==> config.mk <==
export PLATFORM = sky130hd
export DESIGN_NAME = bus_ctrl_fsm
export DESIGN_NICKNAME = d
export VERILOG_FILES = /design/src/rtl/bus_ctrl_fsm.sv
export SDC_FILE = /design/constraint.sdc
export NUM_CORES = 1
export LEC_CHECK = 0
export CORE_MARGIN = 4
export CORE_UTILIZATION = 40
export DETAILED_ROUTE_END_ITERATION = 10
export PLACE_DENSITY = 0.77
export SYNTH_ARGS = -nofsm -noshare
export SYNTH_HDL_FRONTEND = slang
export SYNTH_SLANG_ARGS = --single-unit
==> constraint.sdc <==
create_clock -name clock -period 2.3 [get_ports clock]
set_clock_uncertainty 0.05 [all_clocks]
set_input_delay 0.46 -clock clock [delete_from_list [all_inputs] [get_ports clock]]
set_output_delay 0.46 -clock clock [all_outputs]
set_load 0.01 [all_outputs]
==> src/rtl/bus_ctrl_fsm.sv <==
// -----------------------------------------------------------------------------
// bus_ctrl_fsm
// Multi-bank controller for a multiplexed address/data bus. It latches the
// address on ALE, decodes a one-hot chip select to a bank index, waits a fixed
// number of cycles after the strobe and then issues one single-cycle output
// enable (read) or write enable to the selected bank. Protocol errors produce
// a one-cycle err pulse and completed accesses are counted (saturating).
//
// Optional build macro: BUS_CTRL_BURST_EN
//   When defined, an access whose strobe is still low (with ale low) at the end
//   of the access cycle continues as a burst: addr_q increments (wrapping) and
//   another access to the same bank with the same direction follows.
//
// Ports:
//   clock     in   rising-edge clock
//   reset     in   synchronous, active-high reset
//   cs        in   [NUM_CS]  chip selects, valid when exactly one-hot
//   ale       in   address latch enable
//   rdb       in   read strobe, active low
//   wrb       in   write strobe, active low
//   ad_in     in   [DATA_W]  multiplexed address/data bus
//   load      out  high on the first START cycle only
//   addr_q    out  [ADDR_W]  latched address
//   bank_sel  out  [BANK_W]  latched bank index
//   oe        out  [NUM_CS]  one-hot read enable
//   we        out  [NUM_CS]  one-hot write enable
//   ready     out  high during the access cycle
//   busy      out  high whenever the FSM is not idle
//   err       out  one-cycle protocol error pulse
//   xfer_cnt  out  [CNT_W]   completed-transfer count, saturating
// -----------------------------------------------------------------------------
module bus_ctrl_fsm #(
    parameter int  ADDR_W   = 8,
    parameter int  DATA_W   = 8,
    parameter int  NUM_CS   = 4,
    parameter int  WAIT_CYC = 2,
    parameter int  START_TO = 15,
    parameter int  CNT_W    = 16,
    localparam int BANK_W   = (NUM_CS > 1) ? $clog2(NUM_CS) : 1
) (
    input  logic              clock,
    input  logic              reset,
    input  logic [NUM_CS-1:0] cs,
    input  logic              ale,
    input  logic              rdb,
    input  logic              wrb,
    input  logic [DATA_W-1:0] ad_in,
    output logic              load,
    output logic [ADDR_W-1:0] addr_q,
    output logic [BANK_W-1:0] bank_sel,
    output logic [NUM_CS-1:0] oe,
    output logic [NUM_CS-1:0] we,
    output logic              ready,
    output logic              busy,
    output logic              err,
    output logic [CNT_W-1:0]  xfer_cnt
);

    localparam int WAIT_W = (WAIT_CYC > 1) ? $clog2(WAIT_CYC) : 1;
    localparam int ST_W   = (START_TO > 1) ? $clog2(START_TO) : 1;
    localparam logic [WAIT_W-1:0] WAIT_LOAD  = WAIT_W'((WAIT_CYC > 0) ? WAIT_CYC - 1 : 0);
    localparam logic [ST_W-1:0]   START_LAST = ST_W'(START_TO - 1);
    localparam logic [NUM_CS-1:0] CS_ONE     = NUM_CS'(1);
    localparam logic              NO_WAIT    = (WAIT_CYC == 0);

    typedef enum logic [2:0] {
        ST_IDLE     = 3'd0,
        ST_START    = 3'd1,
        ST_WAIT     = 3'd2,
        ST_READ     = 3'd3,
        ST_WRITE    = 3'd4,
        ST_TRISTATE = 3'd5
    } state_t;

    state_t              state_r;
    state_t              next_state_s;
    logic                op_write_r;
    logic                op_write_s;
    logic [WAIT_W-1:0]   wait_cnt_r;
    logic [ST_W-1:0]     start_cnt_r;
    logic                capture_s;
    logic                err_set_s;
    logic                wait_load_s;
    logic                addr_inc_s;
    logic                cs_onehot_s;
    logic                cs_multi_s;
    logic [NUM_CS-1:0]   bank_dec_s;
    logic                unused_s;

    // Bit position of the (single) set bit of a chip-select vector.
    function automatic logic [BANK_W-1:0] cs_index(input logic [NUM_CS-1:0] sel);
        logic [BANK_W-1:0] idx;
        idx = {BANK_W{1'b0}};
        for (int i = 32'sd0; i < NUM_CS; i++) begin
            if (sel[i]) begin
                idx = BANK_W'(i);
            end
        end
        return idx;
    endfunction

    // Access state that matches the latched transfer direction.
    function automatic state_t access_state(input logic is_write);
        if (is_write) begin
            return ST_WRITE;
        end else begin
            return ST_READ;
        end
    endfunction

    // Only the low ADDR_W bits of the bus carry the address.
    assign unused_s = ^ad_in;

    // Chip-select classification: exactly one bit versus two or more.
    always_comb begin
        cs_onehot_s = (cs != {NUM_CS{1'b0}}) &&
                      ((cs & (cs - CS_ONE)) == {NUM_CS{1'b0}});
        cs_multi_s  = (cs != {NUM_CS{1'b0}}) && !cs_onehot_s;
    end

    // Next-state logic and the per-cycle control decisions that go with it.
    always_comb begin
        next_state_s = state_r;
        op_write_s   = op_write_r;
        capture_s    = 1'b0;
        err_set_s    = 1'b0;
        wait_load_s  = 1'b0;
        addr_inc_s   = 1'b0;
        case (state_r)
            ST_IDLE: begin
                if (ale && cs_onehot_s) begin
                    capture_s    = 1'b1;
                    next_state_s = ST_START;
                end else if (ale && cs_multi_s) begin
                    err_set_s    = 1'b1;
                    next_state_s = ST_IDLE;
                end else begin
                    next_state_s = ST_IDLE;
                end
            end
            ST_START: begin
                if (!rdb && !wrb) begin
                    // Conflicting strobes: release the bus without an access.
                    err_set_s    = 1'b1;
                    next_state_s = ST_TRISTATE;
                end else if (!rdb || !wrb) begin
                    op_write_s   = !wrb;
                    wait_load_s  = !NO_WAIT;
                    next_state_s = NO_WAIT ? access_state(!wrb) : ST_WAIT;
                end else if (start_cnt_r == START_LAST) begin
                    err_set_s    = 1'b1;
                    next_state_s = ST_IDLE;
                end else begin
                    next_state_s = ST_START;
                end
            end
            ST_WAIT: begin
                if (wait_cnt_r == {WAIT_W{1'b0}}) begin
                    next_state_s = access_state(op_write_r);
                end else begin
                    next_state_s = ST_WAIT;
                end
            end
            ST_READ, ST_WRITE: begin
`ifdef BUS_CTRL_BURST_EN
                // Same strobe still held low and no new address: next beat.
                if (!ale && (op_write_r ? !wrb : !rdb)) begin
                    addr_inc_s   = 1'b1;
                    wait_load_s  = !NO_WAIT;
                    next_state_s = NO_WAIT ? access_state(op_write_r) : ST_WAIT;
                end else begin
                    next_state_s = ST_TRISTATE;
                end
`else
                next_state_s = ST_TRISTATE;
`endif
            end
            ST_TRISTATE: begin
                next_state_s = ST_IDLE;
            end
            default: begin
                next_state_s = ST_IDLE;
            end
        endcase
    end

    // State register plus the START dwell counter and WAIT down-counter.
    always_ff @(posedge clock) begin
        if (reset) begin
            state_r     <= ST_IDLE;
            op_write_r  <= 1'b0;
            start_cnt_r <= {ST_W{1'b0}};
            wait_cnt_r  <= {WAIT_W{1'b0}};
        end else begin
            state_r    <= next_state_s;
            op_write_r <= op_write_s;
            if ((state_r == ST_START) && (next_state_s == ST_START)) begin
                start_cnt_r <= start_cnt_r + ST_W'(1);
            end else begin
                start_cnt_r <= {ST_W{1'b0}};
            end
            if (wait_load_s) begin
                wait_cnt_r <= WAIT_LOAD;
            end else if ((state_r == ST_WAIT) && (wait_cnt_r != {WAIT_W{1'b0}})) begin
                wait_cnt_r <= wait_cnt_r - WAIT_W'(1);
            end else begin
                wait_cnt_r <= wait_cnt_r;
            end
        end
    end

    // Latched address and bank, registered error pulse, transfer counter.
    always_ff @(posedge clock) begin
        if (reset) begin
            addr_q   <= {ADDR_W{1'b0}};
            bank_sel <= {BANK_W{1'b0}};
            err      <= 1'b0;
            xfer_cnt <= {CNT_W{1'b0}};
        end else begin
            err <= err_set_s;
            if (capture_s) begin
                addr_q   <= ad_in[ADDR_W-1:0];
                bank_sel <= cs_index(cs);
            end else if (addr_inc_s) begin
                addr_q <= addr_q + ADDR_W'(1);
            end
            if (((state_r == ST_READ) || (state_r == ST_WRITE)) &&
                (xfer_cnt != {CNT_W{1'b1}})) begin
                xfer_cnt <= xfer_cnt + CNT_W'(1);
            end
        end
    end

    // Output decode from the registered state and latched bank.
    always_comb begin
        bank_dec_s = CS_ONE << bank_sel;
        oe         = {NUM_CS{1'b0}};
        we         = {NUM_CS{1'b0}};
        ready      = 1'b0;
        busy       = (state_r != ST_IDLE);
        load       = (state_r == ST_START) && (start_cnt_r == {ST_W{1'b0}});
        case (state_r)
            ST_READ: begin
                oe    = bank_dec_s;
                ready = 1'b1;
            end
            ST_WRITE: begin
                we    = bank_dec_s;
                ready = 1'b1;
            end
            default: begin
                ready = 1'b0;
            end
        endcase
    end

endmodule

# Yosys cells after proc, flatten, opt, wreduce, memory -nomap -nowiden
# Index checks and enable logic that the tools add are counted.
[classes]
eq_ne = 7
muxes = 26
bitwise = 3
addsub = 4
n_shift = 1
n_reduce_logical = 23
[ops]
columns = ["op", "count"]
rows = [
  ["$add A16 B1 Y16 const B", 1],
  ["$mux W1", 16],
  ["$ne A16 B16 Y1 const B", 1],
  ["$pmux W3 S4", 1],
  ["$logic_and A1 B1 Y1", 9],
  ["$mux W3", 3],
  ["$logic_not A4 Y1", 2],
  ["$mux W4", 2],
  ["$eq A3 B1 Y1 const B", 2],
  ["$eq A3 B2 Y1 const B", 2],
  ["$mux W2", 3],
  ["$add A4 B1 Y4 const B", 1],
  ["$and A4 B4 Y4", 1],
  ["$eq A4 B4 Y1 const B", 1],
  ["$reduce_bool A4 Y1", 1],
  ["$reduce_or A2 Y1", 2],
  ["$shl A1 B2 Y4 const A", 1],
  ["$sub A4 B1 Y4 const B", 1],
  ["$eq A3 B3 Y1 const B", 1],
  ["$logic_not A1 Y1", 3],
  ["$logic_not A3 Y1", 1],
  ["$reduce_and A3 Y1", 1],
  ["$reduce_bool A3 Y1", 1],
  ["$logic_or A1 B1 Y1", 2],
  ["4 further kinds", 5],
]
[totals]
wordCells = 72
in_bits = 17
out_inout_bits = 38
reg_bits = 36

# Longest topological paths before layout
[depth]
ltp_word = 11
ltp_mapped = 8

# Worst setup path before layout
# Ideal clock, no wire load.
[synth_path]
path_type = "register to register"
start = "register xfer_cnt[0]"
end = "register xfer_cnt[12]"
required_ps = 2129
arrival_time_ps = 1864
path_stages_with_launch = 6
path_buffers = 0
slack_ps = 265
synth_period_minus_slack_ps = 2035
cell_sequence = "dfxtp_1 > ha_1 > nand4_1 > or3_1 > a2111oi_2 > mux2_2"
[synth_between]
elab_chain_len = 2
elab_cells_between_ends = 3
classes_between = "add/sub (1); eq/ne (1); reduce/logical (1)"
[synth_rtl]
columns = ["item", "line", "text"]
rows = [
  ["start: declaration", "56", "output logic [CNT_W-1:0] xfer_cnt"],
  ["start signal: assignment", "218", "xfer_cnt <= {CNT_W{1'b0}};"],
  ["start signal: assignment", "229", "xfer_cnt <= xfer_cnt + CNT_W'(1);"],
  ["parallel branches: the longest is 2 deep, another holds $add A16 B1 Y16", "-", ""],
]
# Several ways; the timed one is not identified.
# A chain may end at the register's enable or synchronous reset.

# Worst setup path in the final report
[layout_path]
start = "register state_r[0]"
end = "output we[2]"
[layout_between]
elab_chain_len = 2
[layout_rtl]
columns = ["item", "line", "text"]
rows = [
  ["start: declaration", "75", "state_t state_r;"],
  ["start signal: assignment", "195", "state_r <= next_state_s;"],
  ["$eq A3 B3 Y1", "242", "case (state_r)"],
  ["$mux W4", "242", ""],
  ["end: declaration", "52", "output logic [NUM_CS-1:0] we,"],
]
# Every way passes these cells.

==> impl_metrics.json <==
{
  "outcome": "finished, final reports clean",
  "coreArea_um2": 4790,
  "crit_family": "simple AND/OR/NAND/NOR gates",
  "vias_per_cell": 5.46,
  "seqCellArea_um2": 722,
  "numCtsBuffers": 5,
  "synth_xor_area_share_pct": 1.74,
  "synth_compound_area_share_pct": 20.4,
  "synth_nets": 263,
  "period_share_pct": 97.6,
  "slowest_delay_ps": 540,
  "grt_overflow": 0,
  "grt_antenna_before_repair": 0,
  "min_period_ps": 2240,
  "instances_no_fill": 370,
  "combPwrFrac_pct": 20.3,
  "crit_slowest_cell": "clkdlybuf4s50_1",
  "final_layout_size_suffix_gt1_share_pct": 12.9,
  "powerDensity_nw_per_um2": 514,
  "clkPwrFrac_pct": 33.2,
  "crit_type": "flop to output pin",
  "slew_viol_final": 0,
  "worstPathCellList": "or3b_4 > nor2_1 > clkdlybuf4s50_1",
  "syn_to_final_growth_pct": 39.3,
  "vias": 2019,
  "endpoint_kind": "output pin",
  "finalHoldViolCount": 0,
  "htree_num_levels": 2,
  "worstHoldPathCells": 2,
  "synth_seq_cells": 36,
  "leakage_nw": 1.04,
  "timing.fmax_mhz": 446,
  "ys_types": 45,
  "hold_class": "flop to flop",
  "postSynthCellCount": 240,
  "finalSetupTns_ps": 0,
  "place_inst": 363,
  "cts.sinks": 36,
  "routed_wl_mm": 4.96,
  "drt_first_pass_iters": 4,
  "maxCapViolations": 0,
  "path_clk_slew_ps": 70,
  "crit_path_start_kind": "flop",
  "timing.hold.ws_ps": 431,
  "path_depth": 3,
  "synth_ff_type": "dfxtp_1",
  "synth_area_per_cell_um2": 8.39,
  "gp_congestion": 0.813,
  "synth-simple-area-share_pct": 28.5,
  "setup_viol": 0,
  "critPathMaxFanout": 6,
  "clkLatencyLatePin_ps": 280,
  "detail-route-antenna-nets": 0,
  "cts_tree": "yes",
  "grt_pass1_wl_mm": 8.09,
  "drt-initial-drc-count": 86,
  "hold_buffers": 0,
  "multi_input_area_um2": 1180,
  "io_buffers": 54,
  "slew_headroom_pct": 71.6,
  "fillCellCount": 429,
  "fin_nets": 326,
  "critPathRequiredTime_ps": 1790,
  "synth_mux_area_share_pct": 3.36,
  "antennaDiodeCount": 0,
  "synth-edff-count": 0,
  "clk_path_buf_depth": 2,
  "post_drt_wl_per_cell_um": 13.4,
  "synth-adder-area-share_pct": 3.73,
  "yosys_warnings": 0,
  "grt_max_degree": 43,
  "synth_top_family_by_area": "simple AND/OR/NAND/NOR gates",
  "critical_path_buf_inv_count": 1,
  "r2r_cells": 5,
  "switching_share_pct": 26.2,
  "die_area_um2": 6230,
  "route.detailed.drc": 0,
  "grt_pass1_vias": 1798,
  "synth.cell_area_um2": 2010,
  "crit_arrival_ps": 1730,
  "clockRootBuffer": "clkbuf_8",
  "die_w_um": 78.9,
  "tightestPinTransition_ps": 415,
  "dp_hpwl_mm": 3.51,
  "grt_setup_unrepaired": "false",
  "power.internal_mw": 1.06,
  "io_pins": 55,
  "synthArstFlopShare_pct": 0,
  "track_usage_pct": 15.9,
  "yosysSeqAreaShare_pct": 35.8,
  "ir_drop_v": 0.000295,
  "sequentialPowerShare_pct": 46.5,
  "rows": 25,
  "start_util_pct": 42.1,
  "power.switching_uw": 378,
  "post_cts_buffers": 0,
  "die_y_um": 78.9
}
sequential cells by signal, summed over array words and instances (netlist names):
name / cells
xfer_cnt: 16
wait_cnt_r: 1
op_write_r: 1
start_cnt_r: 4
err: 1
addr_q: 8
bank_sel: 2
state_r: 3
Yosys cell counts, types with 3 or more instances:
cell,number,area [µm²]
ha_1,6,75.1
or3_1,4,25.0
xor2_1,3,26.3
buf_2,3,15.0
nand3b_1,3,22.5
nand3_1,15,75.1
and4_1,3,26.3
nor3_1,4,20.0
dfxtp_1,36,721
clkbuf_1,6,22.5
inv_1,12,45.0
nand4_1,5,31.3
nor2_1,21,78.8
a311oi_1,3,26.3
or4_1,6,45.0
a2111oi_0,4,35.0
buf_6,4,45.0
a21oi_1,25,125
mux2_2,6,67.6
nor3b_1,4,30.0
o31ai_1,6,45.0
nor2b_1,6,37.5
nand2_1,9,33.8
o21ai_0,13,65.1
nor4_1,5,31.3
placed cells by master (no fill, tap or decap), types with 6 or more instances in the layout:
master,count
nand3_1,15
a21oi_1,25
o21ai_0,13
clkbuf_8,7
or4_1,6
nand2_1,9
inv_1,12
buf_4,15
o31ai_1,6
nor2_1,21
dfxtp_1,35
mux2_2,6
nor2b_1,6
ha_1,6
clkdlybuf4s50_1,48
per-layer routing:
layer  vias up  wire, µm  global-route usage (%)  share of wire, %
met5         -         0                       0                 0
met1       947      2230                    19.2                45
met2        45      2440                    27.5                49
met3         6       247                    4.42               5.0
li1       1021         -                       -                 -
met4         0        50                    4.98               1.0
through the flow:
stage / utilization (%) / power [mW] / cell area, µm² / setup WS [ps]
floorplan: - / 0.835 / 2010 / 265
global placement: 56.2 / 0.971 / 2690 / 123
detailed placement: 56.2 / 0.974 / 2690 / 80.6
CTS: 58.3 / 1.46 / 2790 / 39.7
global route: 58.6 / 1.52 / 2810 / 2.95
finish: 58.6 / 1.44 / 2810 / 56.0
power groups by stage:
stage	Clock, mW	Combinational, mW	Sequential [mW]
2_1_floorplan	0	0.152	0.683
3_3_place_gp	0	0.289	0.683
3_5_place_dp	0	0.292	0.683
4_1_cts	0.497	0.292	0.669
5_1_grt	0.523	0.320	0.673
6_report	0.479	0.293	0.670
repair_timing:
| action | CTS | global route |
|---|---|---|
| pin swaps | 0 | 1 |
| setup endpoints to repair | 3 | 4 |
| resized for setup | 4 | 5 |
worst paths after layout:
path | start | to | slack [ps]
worst max-delay path | state_r[0] | we[2] | 60
worst min-delay path | addr_q[7] | addr_q[7] | 430
worst max register to register | xfer_cnt[0] | xfer_cnt[12] | 210
worst min register to register | addr_q[7] | addr_q[7] | 430
area by class of cell:
cell class,instances,area share (%)
multi-input combinational,178,42.0
sequential,36,25.7
timing repair buffer,70,24.3
clock buffer,7,3.43
tap,67,2.99
inverter,12,1.61
logic make-up (layout without fill, tap and decap cells):
logic type | Yosys count | count (layout)
compound gates | 64 | 64
fa+ha+maj | 6 | 6
mux | 6 | 6
simple gates | 98 | 98
xor+xnor | 4 | 4
buf+inv | 26 | 89
flops | 36 | 36
worst reg2reg max path, delay by kind of cell (launching register included):
kind                     cells  cell delay, ps
adder cells (fa/ha/maj)      1             220
flip-flops                   1             400
multiplexers                 1             370
AO/OA/AOI/OAI                1             370
AND/OR/NAND/NOR              2             560
(Power assumes the default switching activity.)
